`src/rtl/id_ex_operand_stage.sv`:
```
// Decode-to-execute operand stage: captures register file read data, resolves RAW hazards,
// detects load-use stalls, and presents one registered operand bundle over valid/ready.
// Optional macro OPERAND_FWD_EN: when undefined, forwarding is replaced by a full interlock.
module id_ex_operand_stage #(
    parameter int DATA_W = 32,
    parameter int REG_AW = 5,
    parameter int OP_W   = 6
) (
    input  logic              clk,
    input  logic              rst,
    input  logic              in_valid,
    output logic              in_ready,
    input  logic [REG_AW-1:0] in_rs1,
    input  logic [REG_AW-1:0] in_rs2,
    input  logic [REG_AW-1:0] in_rs3,
    input  logic [2:0]        in_use,
    input  logic [REG_AW-1:0] in_rd,
    input  logic              in_reg_write,
    input  logic              in_is_load,
    input  logic [OP_W-1:0]   in_ctrl,
    input  logic [DATA_W-1:0] rf_data1,
    input  logic [DATA_W-1:0] rf_data2,
    input  logic [DATA_W-1:0] rf_data3,
    input  logic              em_valid,
    input  logic              em_reg_write,
    input  logic              em_is_load,
    input  logic [REG_AW-1:0] em_rd,
    input  logic [DATA_W-1:0] em_data,
    input  logic              mw_valid,
    input  logic              mw_reg_write,
    input  logic [REG_AW-1:0] mw_rd,
    input  logic [DATA_W-1:0] mw_data,
    input  logic              flush,
    output logic              out_valid,
    input  logic              out_ready,
    output logic [DATA_W-1:0] out_op1,
    output logic [DATA_W-1:0] out_op2,
    output logic [DATA_W-1:0] out_op3,
    output logic [REG_AW-1:0] out_rd,
    output logic              out_reg_write,
    output logic              out_is_load,
    output logic [OP_W-1:0]   out_ctrl,
    output logic              hazard_stall,
    output logic [15:0]       stall_count
);

    logic [REG_AW-1:0] rs [3];
    logic [DATA_W-1:0] rf [3];
    logic [DATA_W-1:0] op_sel [3];
    logic [2:0]        em_hit;
    logic [2:0]        mw_hit;
    logic              accept;

    always_comb begin
        rs[0] = in_rs1;
        rs[1] = in_rs2;
        rs[2] = in_rs3;
        rf[0] = rf_data1;
        rf[1] = rf_data2;
        rf[2] = rf_data3;
    end

    always_comb begin
        for (int i = 0; i < 3; i++) begin
            em_hit[i] = in_use[i] && (rs[i] != '0) && em_valid && em_reg_write && (em_rd == rs[i]);
            mw_hit[i] = in_use[i] && (rs[i] != '0) && mw_valid && mw_reg_write && (mw_rd == rs[i]);
        end
    end

`ifdef OPERAND_FWD_EN
    // EX/MEM is the younger producer, so it outranks MEM/WB on the same register.
    always_comb begin
        hazard_stall = in_valid && (em_hit != 3'b000) && em_is_load;
        for (int i = 0; i < 3; i++) begin
            op_sel[i] = rf[i];
            if (rs[i] == '0)
                op_sel[i] = '0;
            else if (em_hit[i])
                op_sel[i] = em_data;
            else if (mw_hit[i])
                op_sel[i] = mw_data;
        end
    end
`else
    // Without forwarding the producer results are never looked at; only their tags interlock.
    logic unused_fwd;
    assign unused_fwd = ^{em_data, mw_data, em_is_load};

    always_comb begin
        hazard_stall = in_valid && ((em_hit | mw_hit) != 3'b000);
        for (int i = 0; i < 3; i++) begin
            op_sel[i] = (rs[i] == '0) ? '0 : rf[i];
        end
    end
`endif

    assign in_ready = (!out_valid || out_ready) && !hazard_stall && !flush;
    assign accept   = in_valid && in_ready;

    always_ff @(posedge clk) begin
        if (rst) begin
            out_valid     <= 1'b0;
            out_op1       <= '0;
            out_op2       <= '0;
            out_op3       <= '0;
            out_rd        <= '0;
            out_reg_write <= 1'b0;
            out_is_load   <= 1'b0;
            out_ctrl      <= '0;
            stall_count   <= '0;
        end else begin
            if (hazard_stall && (stall_count != 16'hFFFF))
                stall_count <= stall_count + 16'd1;

            // Flush kills both the held entry and the offered one; data fields are left as-is.
            if (flush) begin
                out_valid <= 1'b0;
            end else if (accept) begin
                out_valid     <= 1'b1;
                out_op1       <= op_sel[0];
                out_op2       <= op_sel[1];
                out_op3       <= op_sel[2];
                out_rd        <= in_rd;
                out_reg_write <= in_reg_write;
                out_is_load   <= in_is_load;
                out_ctrl      <= in_ctrl;
            end else if (out_valid && out_ready) begin
                out_valid <= 1'b0;
            end
        end
    end

endmodule

```
`config.mk`:
```
export PLATFORM = sky130hd
export DESIGN_NAME = id_ex_operand_stage
export DESIGN_NICKNAME = d
export VERILOG_FILES = /design/src/rtl/id_ex_operand_stage.sv
export SDC_FILE = /design/constraint.sdc
export NUM_CORES = 1
export LEC_CHECK = 0
export CAP_MARGIN = 20
export CORE_ASPECT_RATIO = 0.7
export CORE_MARGIN = 8
export CORE_UTILIZATION = 42
export CTS_CLUSTER_SIZE = 10
export DETAILED_ROUTE_END_ITERATION = 7
export PLACE_DENSITY = 0.86
export REMOVE_ABC_BUFFERS = 1
export SKIP_LAST_GASP = 1
export SYNTH_ARGS = -nofsm -noshare
export SYNTH_HDL_FRONTEND = slang
export SYNTH_SLANG_ARGS = --single-unit
```
`constraint.sdc`:
```
create_clock -name clk -period 6.9 [get_ports clk]
set_input_delay 1.38 -clock clk [delete_from_list [all_inputs] [get_ports clk]]
set_output_delay 1.38 -clock clk [all_outputs]
set_load 0.02 [all_outputs]
```
# Yosys cells after proc, flatten, opt, wreduce, memory -nomap -nowiden
# Index checks and enable logic that the tools add are counted.
[totals]
reg_bits = 126
inputBits = 211
output_inout_bits = 128
elab_cells = 65
[classes]
add_sub_neg = 1
n_eq_ne = 7
muxes = 5
bitwise = 2
n_reduce_logical = 41
[ops]
columns = ["operator", "n"]
rows = [
  ["$mux W32", 3],
  ["$eq A5 B5 Y1", 6],
  ["$logic_and A1 B1 Y1", 27],
  ["$add A16 B1 Y16 const B", 1],
  ["$ne A16 B16 Y1 const B", 1],
  ["$logic_not A5 Y1", 3],
  ["$reduce_bool A5 Y1", 3],
  ["$logic_not A1 Y1", 3],
  ["$or A3 B3 Y3", 1],
  ["$reduce_bool A3 Y1", 1],
  ["$mux W1", 2],
  ["$reduce_and A2 Y1", 1],
  ["$reduce_bool A2 Y1", 1],
  ["$reduce_or A2 Y1", 1],
  ["$logic_or A1 B1 Y1", 1],
  ["$not A1 Y1", 1],
]

# Logic depth before layout (Yosys ltp)
# Gate-level depths: netlist of run 1.
[logic_depth]
word_depth = 13
depth_mapped = 8
ltp_nobuf = 6

# Least setup slack after synthesis of run 1
# No wires, ideal clock.
[synth_path]
path_type = "input -> output"
start = "input in_rs3[1]"
end = "output in_ready"
t_arrival_ns = 3.528
t_required_ns = 5.520
slack_ns = 1.992
cell_stages = 8
path_buffers = 2
path_cell_list = "nor3_1 -> nand2_1 -> and3_1 -> a222oi_1 -> clkbuf_1 -> buf_2 -> inv_1 -> nor3_1"
[synth_between]
elab_chain_cells = 11
word_cells_on_any_way = 16
cone_classes = "eq/ne (2); bitwise (1); reduce/logical (13)"
[synth_rtl]
columns = ["element", "line_no", "text"]
rows = [
  ["from (decl)", "15", "input logic [REG_AW-1:0] in_rs3,"],
  ["$reduce_bool A5 Y1", "65, 66", ""],
  ["$logic_and A1 B1 Y1", "65, 66", ""],
  ["$logic_and A1 B1 Y1 (on tied branches) (3 in series)", "65, 66", ""],
  ["$or A3 B3 Y3 *", "90", "hazard_stall = in_valid && ((em_hit | mw_hit) != 3'b000);"],
  ["$reduce_bool A3 Y1 *", "90", ""],
  ["$logic_and A1 B1 Y1 *", "90", ""],
  ["net hazard_stall", "43", "output logic hazard_stall,"],
  ["$logic_not A1 Y1 *", "97", "assign in_ready = (!out_valid || out_ready) && !hazard_stall && !flush;"],
  ["$logic_and A1 B1 Y1 * (2 in series)", "97", ""],
  ["to (decl)", "12", "output logic in_ready,"],
]
# The timed path passes the listed nets; every way through them passes the cells marked *.

# Worst setup path after layout of run 1
[layout_path]
start = "input in_rs3[1]"
end = "output in_ready"
[layout_between]
elab_chain_cells = 11
word_cells_on_any_way = 16
cone_classes = "eq/ne (2); bitwise (1); reduce/logical (13)"
[layout_rtl]
columns = ["element", "line_no"]
rows = [
  ["$reduce_bool A5 Y1", "65, 66"],
  ["$logic_and A1 B1 Y1", "65, 66"],
  ["$logic_and A1 B1 Y1 (on tied branches) (3 in series)", "65, 66"],
  ["$or A3 B3 Y3 *", "90"],
  ["$reduce_bool A3 Y1 *", "90"],
  ["$logic_and A1 B1 Y1 *", "90"],
  ["$logic_not A1 Y1 *", "97"],
  ["$logic_and A1 B1 Y1 * (2 in series)", "97"],
]
# Mark *: on every way between the ends. The rest lies on a longest branch, timed or not.

==> results of run 1 <==
[worst max path at each step]
stage,startpoint,end,cells past startpoint
floorplan,in_rs3[1],in_ready,6
global placement,in_rs3[1],in_ready,8
detailed placement,in_rs3[1],in_ready,8
CTS,in_rs3[1],in_ready,8
global route,in_rs2[1],in_ready,8
finish,in_rs3[1],in_ready,8
[state kept, by name, indices dropped and copies added (netlist names)]
name	count
out_op1	32
out_op2	32
out_op3	32
stall_count	16
out_ctrl	6
out_rd	5
out_is_load	1
out_reg_write	1
out_valid	1
[critical path: stages]
cell             delay, ns
clkdlybuf4s50_1       0.47
nor3_1                0.22
nand2_1               0.09
and3_1                0.18
a222oi_1              0.67
inv_1                 0.14
nor3_1                0.20
clkdlybuf4s50_1       0.64
[power breakdown]
part	switching [mW]	leakage (nW)	internal (mW)
Sequential	0.0128	1.03	0.759
Clock	0.331	0.275	0.553
Combinational	0.146	1.96	0.183
[cell usage after synthesis, types with 2 or more instances]
cell	n
mux2_2	2
and3_1	6
o21ba_2	2
o31ai_1	10
nor3b_1	2
clkbuf_1	54
nor2b_1	4
inv_1	2
dfxtp_1	126
xnor2_1	28
a21oi_1	121
or4_1	10
nand4_1	105
nor2_1	7
buf_2	24
and2_1	4
nand2_1	10
nor4_1	2
nor3_1	9
xor2_1	2
nand3_1	24
a21bo_2	109
o32ai_1	2
[through the flow]
stage | hold slack, ns | cells | total power [mW] | TNS, ns
after floorplan | 0.553 | 595 | 0.933 | -1298.29
after global placement | 0.477 | 1067 | 1.11 | 0
after detailed placement | 0.487 | 1067 | 1.12 | 0
after CTS | 0.498 | 1099 | 2.01 | 0
after global routing | 0.523 | 1099 | 2.07 | 0
final | 0.500 | 1099 | 1.98 | 0
[metal layers]
metal / wire length [um] / global-route usage / up-vias
met5: 0 / 0 / -
met4: 246 / 0.0540 / 0
met3: 2170 / 0.0951 / 16
met2: 9500 / 0.338 / 222
met1: 8670 / 0.262 / 2863
li1: - / - / 2968
[placed cells by master, fill, tap and decap left out, types with 2 or more instances in the layout]
cell,count
o31ai_1,10
a21bo_2,109
mux2_2,2
nor2b_1,4
nand3_1,24
clkbuf_16,17
bufinv_16,2
clkinv_4,3
o32ai_1,2
inv_1,2
clkdlybuf4s50_1,272
and3_1,6
a21oi_1,121
buf_4,9
or4_1,10
and2_1,4
o21ba_2,2
xor2_1,2
xnor2_1,28
nor4_1,2
nand2_1,10
nor2_1,7
clkinvlp_4,5
nand4_1,105
clkbuf_8,2
dfxtp_1,126
nor3_1,8
[cell families (layout without fill, tap and decap cells)]
logic type                 after synthesis  after routing  synth area share
AOI/OAI and AO/OA                      248            248             0.302
DFF                                    126            126             0.414
muxes                                    3              3           0.00555
xor gates and xnor gates                30             30            0.0431
buffers and inverters                   80            316            0.0542
adders and majority gates                1              1           0.00205
and+or+nand+nor                        185            185             0.179
[final cells by class]
class | instances | area (um^2) | share of cell area
Tap cell | 190 | 238 | 0.0252
Clock inverter | 12 | 138 | 0.0146
Multi-Input combinational cell | 467 | 3250 | 0.345
Sequential cell | 126 | 2520 | 0.268
Timing Repair Buffer | 282 | 2810 | 0.298
Clock buffer | 20 | 457 | 0.0485
Inverter | 2 | 7.51 | 0.000797
==> out/metrics.cfg, run 1 <==
[die]
initial_utilization = 0.433
io_pins = 339
fp.dieH_um = 117
die_area_um2 = 18700
die_width_um = 160
rows = 36
core_area_um2 = 14100

[timing]
slew_viol_final = 0
period_needed_ns = 5.36
relSlewSlack = 0.341
max_freq_mhz = 187
worst_pin_slew_ns = 0.988
rsz0062_at_grt = no
hold_viol = 0
finalClockSkew_ns = 0.0117
fin_ws_ns = 1.54
finalSetupViolations = 0
fin_crit_sh = 0.777

[synth]
yosys_warnings = 0
yosys-top-cells-area = dfxtp_1 41%, a21bo_2 18%, nand4_1 11%
synth.cell_area_um2 = 6090
synth_edf_count = 0
synthDominantCellAreaShare = 0.414
synth_cells = 673
yosys.cell_types.count = 31
async_flop_share = 0
synth_top_area_cell = dfxtp_1
ys_ff_latch = 126
yosysSeqAreaShare = 0.414
avgSynthCellArea_um2 = 9.05
synth-main-ff-cell = dfxtp_1

[clock_network]
cts_htree_levels = 4
cts-hold-fix-buffers = 0
cts_setup_buffers = 0
clk_latency_ns = 0.40
path_clk_slew_ns = 0.06
cts-root-buf = clkbuf_16
cts_tree = built
cts_resized = 0
cts_made_buffers = 17
clock_sinks = 126
clk_path_buf_depth = 2

[route]
wl_per_cell_um = 18.7
vias = 6069
drc = 0
final_antenna_net_count = 0
vias_per_cell = 5.52
drt_iter0_drc = 447
dr.pass1.iters = 4
wirelength_mm = 20.6

[layout]
diodes = 0
design_area_um2 = 9420
fillerInstances = 1159
drive_above_1_share = 0.172
nNetsFinal = 1108
fin_util = 0.670
area_growth_pct = 54.7

[hold_path]
min_path_cells = 2
worstHoldPathType = flop to flop
hp-start = stall_count[5]
holdPathEnd = stall_count[5]

[global_routing]
grt.overflow.total = 0
grt_first_pass_wirelength_mm = 32.2
grt_pass1_vias = 5855
antenna_found_initial = 0
grt_max_degree = 249
track_usage = 0.213

[worst_setup_path]
required_ns = 5.52
r2r-start = out_valid
r2r_end = out_op3[3]
cp_max_fo = 3
reg2reg_slack_ns = 4.46
cp.arrival_ns = 3.98
crit_path_start_kind = input port
crit_path_end_kind = primary output
r2r_cells = 6
critPathKind = input port to primary output

[run_status]
status = complete, no violations

[power_and_ir_drop]
powerDensity_nw_per_um2 = 211
power_leakage_nw = 3.26
peakVddDrop_uv = 139

[place]
io_buffers = 273
hpwl_mm = 14.3
post-place-ws_ns = 1.48
gp_congestion = 0.904
place_area_um2 = 8830

[run]
maxCapViolCount = 0

(Power assumes the default switching activity.)
==> inputs of run 2 (changes only) <==
Settings changed: CORE_UTILIZATION 42 to 35, PLACE_DENSITY 0.86 to 0.77.
Clock period 6.9 ns to 4.7 ns, I/O delays scaled along.
==> run 2 against run 1 <==
Compared with the run above:
- largest power group unchanged
- cell count grew 4.4%
- combinational power grew 49%
- critical path depth grew 1
- sequential cell count is the same
- utilization shrank 11 points
- critical path type unchanged
- via count grew 0.20%
==> out/metrics.cfg, run 2 (synthesis gave the netlist of run 1 again) <==
[global_routing]
grt_first_pass_wirelength_mm = 32.9
antenna_found_initial = 2
track_usage = 0.184
grt_pass1_vias = 5938
grt_max_degree = 99
grt.overflow.total = 0

[power_and_ir_drop]
power_leakage_nw = 3.33
peakVddDrop_uv = 205
powerDensity_nw_per_um2 = 316

[clock_network]
clk_path_buf_depth = 2
cts-hold-fix-buffers = 0
cts_resized = 0
cts_setup_buffers = 0
path_clk_slew_ns = 0.06
cts_made_buffers = 17
cts-root-buf = clkbuf_16
clk_latency_ns = 0.41
cts_htree_levels = 4
cts_tree = built
clock_sinks = 126

[worst_setup_path]
slowest_stage = clkdlybuf4s50_1
crit_path_start_kind = input port
r2r-start = stall_count[2]
critPathKind = input port to primary output
required_ns = 3.76
path_cells = clkdlybuf4s50_1, nor3_1, nand2_1, and3_1, a222oi_1, buf_4, inv_1, nor3_1, clkdlybuf4s50_1
crit_path_end_kind = primary output
reg2reg_slack_ns = 2.42
cp.arrival_ns = 3.37
cp_max_fo = 3
slowest_delay_ns = 0.63
crit_path_start = in_rs2[0]

[hold_path]
worstHoldPathType = flop to flop
hp-start = stall_count[9]

[die]
io_pins = 339
die_width_um = 174
rows = 40
initial_utilization = 0.356
fp.dieH_um = 126
core_area_um2 = 17100
die_area_um2 = 21900

[place]
gp_congestion = 0.832
hpwl_mm = 14.4
place_area_um2 = 8980
io_buffers = 273

[route]
wl_per_cell_um = 18.3
drc = 0
vias_per_cell = 5.30
final_antenna_net_count = 0
dr.pass1.iters = 4
vias = 6081
drt_iter0_drc = 419
wirelength_mm = 21.0

[run_status]
status = complete, no violations

[timing]
finalClockSkew_ns = 0.00785
hold_viol = 0
slew_viol_final = 0
tns_ns = 0
period_needed_ns = 4.31
rsz0062_at_grt = no
relSlewSlack = 0.303
finalSetupViolations = 0
fin_crit_sh = 0.917
worst_pin_slew_ns = 1.04
whs_ns = 0.502
max_freq_mhz = 232

[layout]
reg_top3 = out_op1 x32, out_op2 x32, out_op3 x32
fillerInstances = 1523
drive_above_1_share = 0.178
final_common_cell = clkdlybuf4s50_1
nNetsFinal = 1115
diodes = 0
area_growth_pct = 57.8
design_area_um2 = 9610
final_cell_mix = 272 x clkdlybuf4s50_1, 126 x dfxtp_1, 121 x a21oi_1

[run]
maxCapViolCount = 0

## run 2: cell count changes in the layout (fill, tap and decap cells not counted), sizes merged
cell,change
buf,+7
bufinv,+2
clkinvlp,-2
clkbuf,-1
inv,+1
## run 2: report_power, final
part / switching (mW) / total (mW) / internal, mW / leakage [nW]
Sequential: 0.0189 / 1.13 / 1.11 / 1.03
Combinational: 0.213 / 0.491 / 0.278 / 2.00
Clock: 0.504 / 1.41 / 0.905 / 0.300
## run 2: worst max-delay path, delay by kind of cell
| family | cells | cell delay, ns |
|---|---|---|
| buf+inv | 4 | 1.37 |
| simple gates | 4 | 0.67 |
| compound gates | 1 | 0.37 |
## run 2: through the flow
step	utilization	power, mW	instances	setup slack [ns]
after floorplan	-	1.37	595	-15.47
after global placement	0.525	1.64	1115	0.374
after detailed placement	0.525	1.65	1115	0.365
after CTS	0.561	3.08	1147	0.360
after global routing	0.561	3.16	1147	0.235
final	0.561	3.03	1147	0.391
## run 2: worst paths after layout
kind / depth (start not counted) / end
hold / removal: 2 / stall_count[9]
setup reg to reg: 6 / stall_count[8]
hold reg to reg: 2 / stall_count[9]
setup / recovery: 9 / in_ready
## run 2: layer usage
layer	vias up	share of wire	routed length [um]	track usage
li1	2988	-	-	-
met1	2871	0.46	9590	0.234
met2	202	0.45	9450	0.287
met3	16	0.085	1780	0.0774
met4	4	0.0066	138	0.0391
met5	-	0.0010	22	0
## run 2: final cells by class
type                    instances  area, um^2  area share
flip-flops and latches        126        2520       0.262
clock inverters                13         188      0.0195
multi-input cells             467        3250       0.338
clock buffers                  19         443      0.0461
inverters                       2        7.51    0.000781
well taps                     231         289      0.0301
repair buffers                289        2910       0.303
==> inputs of run 3 (changes only) <==
Settings changed: PLACE_DENSITY 0.77 to 0.88.
Clock period 4.7 ns to 3.7 ns, I/O delays scaled along.
==> run 3 against run 2 <==
Compared with the run above:
- sequential share of layout area fell by 0.26 points
- register-to-register slack got worse by 1.1 ns
- worst setup slack got worse by 0.21 ns
- largest cell class unchanged
- final area up 1.0%
- die area unchanged
- via count rose by 1.2%
- clock power increased by 34%
- global-route usage is 0.27 points lower
- critical path type unchanged
==> out/metrics.cfg, run 3 (synthesis gave the netlist of run 1 again) <==
[layout]
reg_top3 = out_op1 x32, out_op2 x32, out_op3 x32
final_common_cell = clkdlybuf4s50_1
finalNonFillerCells = 1158
nNetsFinal = 1124
drive_above_1_share = 0.189
area_growth_pct = 59.4
final_cell_mix = 270 x clkdlybuf4s50_1, 126 x dfxtp_1, 121 x a21oi_1

[clock_network]
clock_sinks = 126
clk_path_buf_depth = 2
cts-hold-fix-buffers = 0
cts_made_buffers = 17
cts_setup_buffers = 0
path_clk_slew_ns = 0.05
cts_htree_levels = 4
cts-root-buf = clkbuf_16
cts_tree = built
cts_resized = 3
clk_latency_ns = 0.42

[timing]
slew_viol_final = 0
finalClockSkew_ns = 0.0142
tns_ns = 0
relSlewSlack = 0.458
hold_viol = 0
period_needed_ns = 3.52
max_freq_mhz = 284
finalSetupViolations = 0
fin_ws_ns = 0.180
fin_crit_sh = 0.951
rsz0062_at_grt = no
worst_pin_slew_ns = 0.813
whs_ns = 0.504

[global_routing]
antenna_found_initial = 3
track_usage = 0.181
grt_pass1_vias = 5883
grt.overflow.total = 0
grt_first_pass_wirelength_mm = 32.4
grt_max_degree = 186

[place]
dp_cells = 1123
post-place-ws_ns = -0.199
gp_congestion = 0.862
hpwl_mm = 14.7
io_buffers = 273

[power_and_ir_drop]
powerDensity_nw_per_um2 = 408
netSwitchingFraction = 0.240
power_leakage_nw = 3.39
power_mw = 3.96
pwr-share-seq = 0.364
p_clk_frac = 0.478
internal_power_mw = 3.01
peakVddDrop_uv = 332
comb_power_share = 0.159
switching_power_uw = 951

[worst_setup_path]
slowest_delay_ns = 0.43
r2r-start = stall_count[2]
cp_top_family = buffers and inverters
required_ns = 2.96
crit_path_end_kind = primary output
path_cells = clkdlybuf4s50_1, buf_4, xnor2_1, nand4_1, o32ai_2, a222oi_1, buf_4, inv_1, buf_4, dlygate4sd2_1
slowest_stage = clkdlybuf4s50_1
critPathKind = input port to primary output
worst-path-buf-inv = 6
crit_path_start = in_rs2[4]
path_common_cell = buf_4
crit_path_start_kind = input port
cp_max_fo = 2
cp.arrival_ns = 2.78

[hold_path]
worstHoldPathType = flop to flop
hp-start = stall_count[5]

[run_status]
status = complete, no violations

[die]
io_pins = 339
rows = 40
core_area_um2 = 17100
initial_utilization = 0.356
fp.dieH_um = 126
die_area_um2 = 21900
die_width_um = 174

[run]
maxCapViolCount = 0

[route]
drc = 0
drt_iter0_drc = 445
wirelength_mm = 21.0
dr.pass1.iters = 5
vias_per_cell = 5.32
final_antenna_net_count = 0
vias = 6157
wl_per_cell_um = 18.1

==> run 3: changes by cell type in the layout (fill, tap and decap cells not counted), moves of 2 or more <==
cell / before / now
buf_12: 5 / 2
o32ai_1: 2 / 0
diode_2: 0 / 2
clkdlybuf4s50_1: 272 / 270
o32ai_2: 0 / 2
buf_4: 12 / 23
clkinv_2: 2 / 0
==> run 3: worst paths after layout <==
kind	endpoint	slack, ns	depth (start not counted)
max	hazard_stall	0.18	10
min	stall_count[5]	0.50	2
max reg2reg	stall_count[15]	1.33	6
min reg2reg	stall_count[5]	0.50	2
==> run 3: layer usage <==
layer  GRT usage  up-vias  wire (um)
met1       0.223     2892       8990
met2       0.279      233       9570
li1            -     3002          -
met5           0        -         17
met4      0.0596        2        325
met3      0.0800       28       2100
==> run 3: power groups by stage <==
stage                     logic [mW]  clock network, mW  registers (mW)
final                          0.628               1.89            1.44
after global routing           0.668               1.99            1.45
after CTS                      0.628               1.93            1.44
after detailed placement       0.624                  0            1.47
after global placement         0.616                  0            1.46
after floorplan                0.202                  0            1.54
==> run 3: through the flow <==
| step | util | area (um^2) |
|---|---|---|
| 5_1_grt | 0.567 | 9710 |
| 3_5_place_dp | 0.526 | 9000 |
| 6_report | 0.567 | 9710 |
| 2_1_floorplan | - | 5770 |
| 4_1_cts | 0.565 | 9670 |
| 3_3_place_gp | 0.526 | 9000 |
==> run 3: final cells by class <==
class                   instances  area (um^2)
well taps                     231          289
diodes                          2         5.00
multi-input cells             467         3260
fillers                      1472         7410
inverters                       2         7.51
clock buffers                  20          457
flip-flops and latches        126         2520
clock inverters                12          208
repair buffers                298         2960
==> run 3: worst register-to-register path: cells and delay by family (launching register included) <==
family | cells | cell delay, ns
AND/OR/NAND/NOR | 4 | 1.18
flip-flops | 1 | 0.42
multiplexers | 1 | 0.34
buffers and inverters | 1 | 0.31
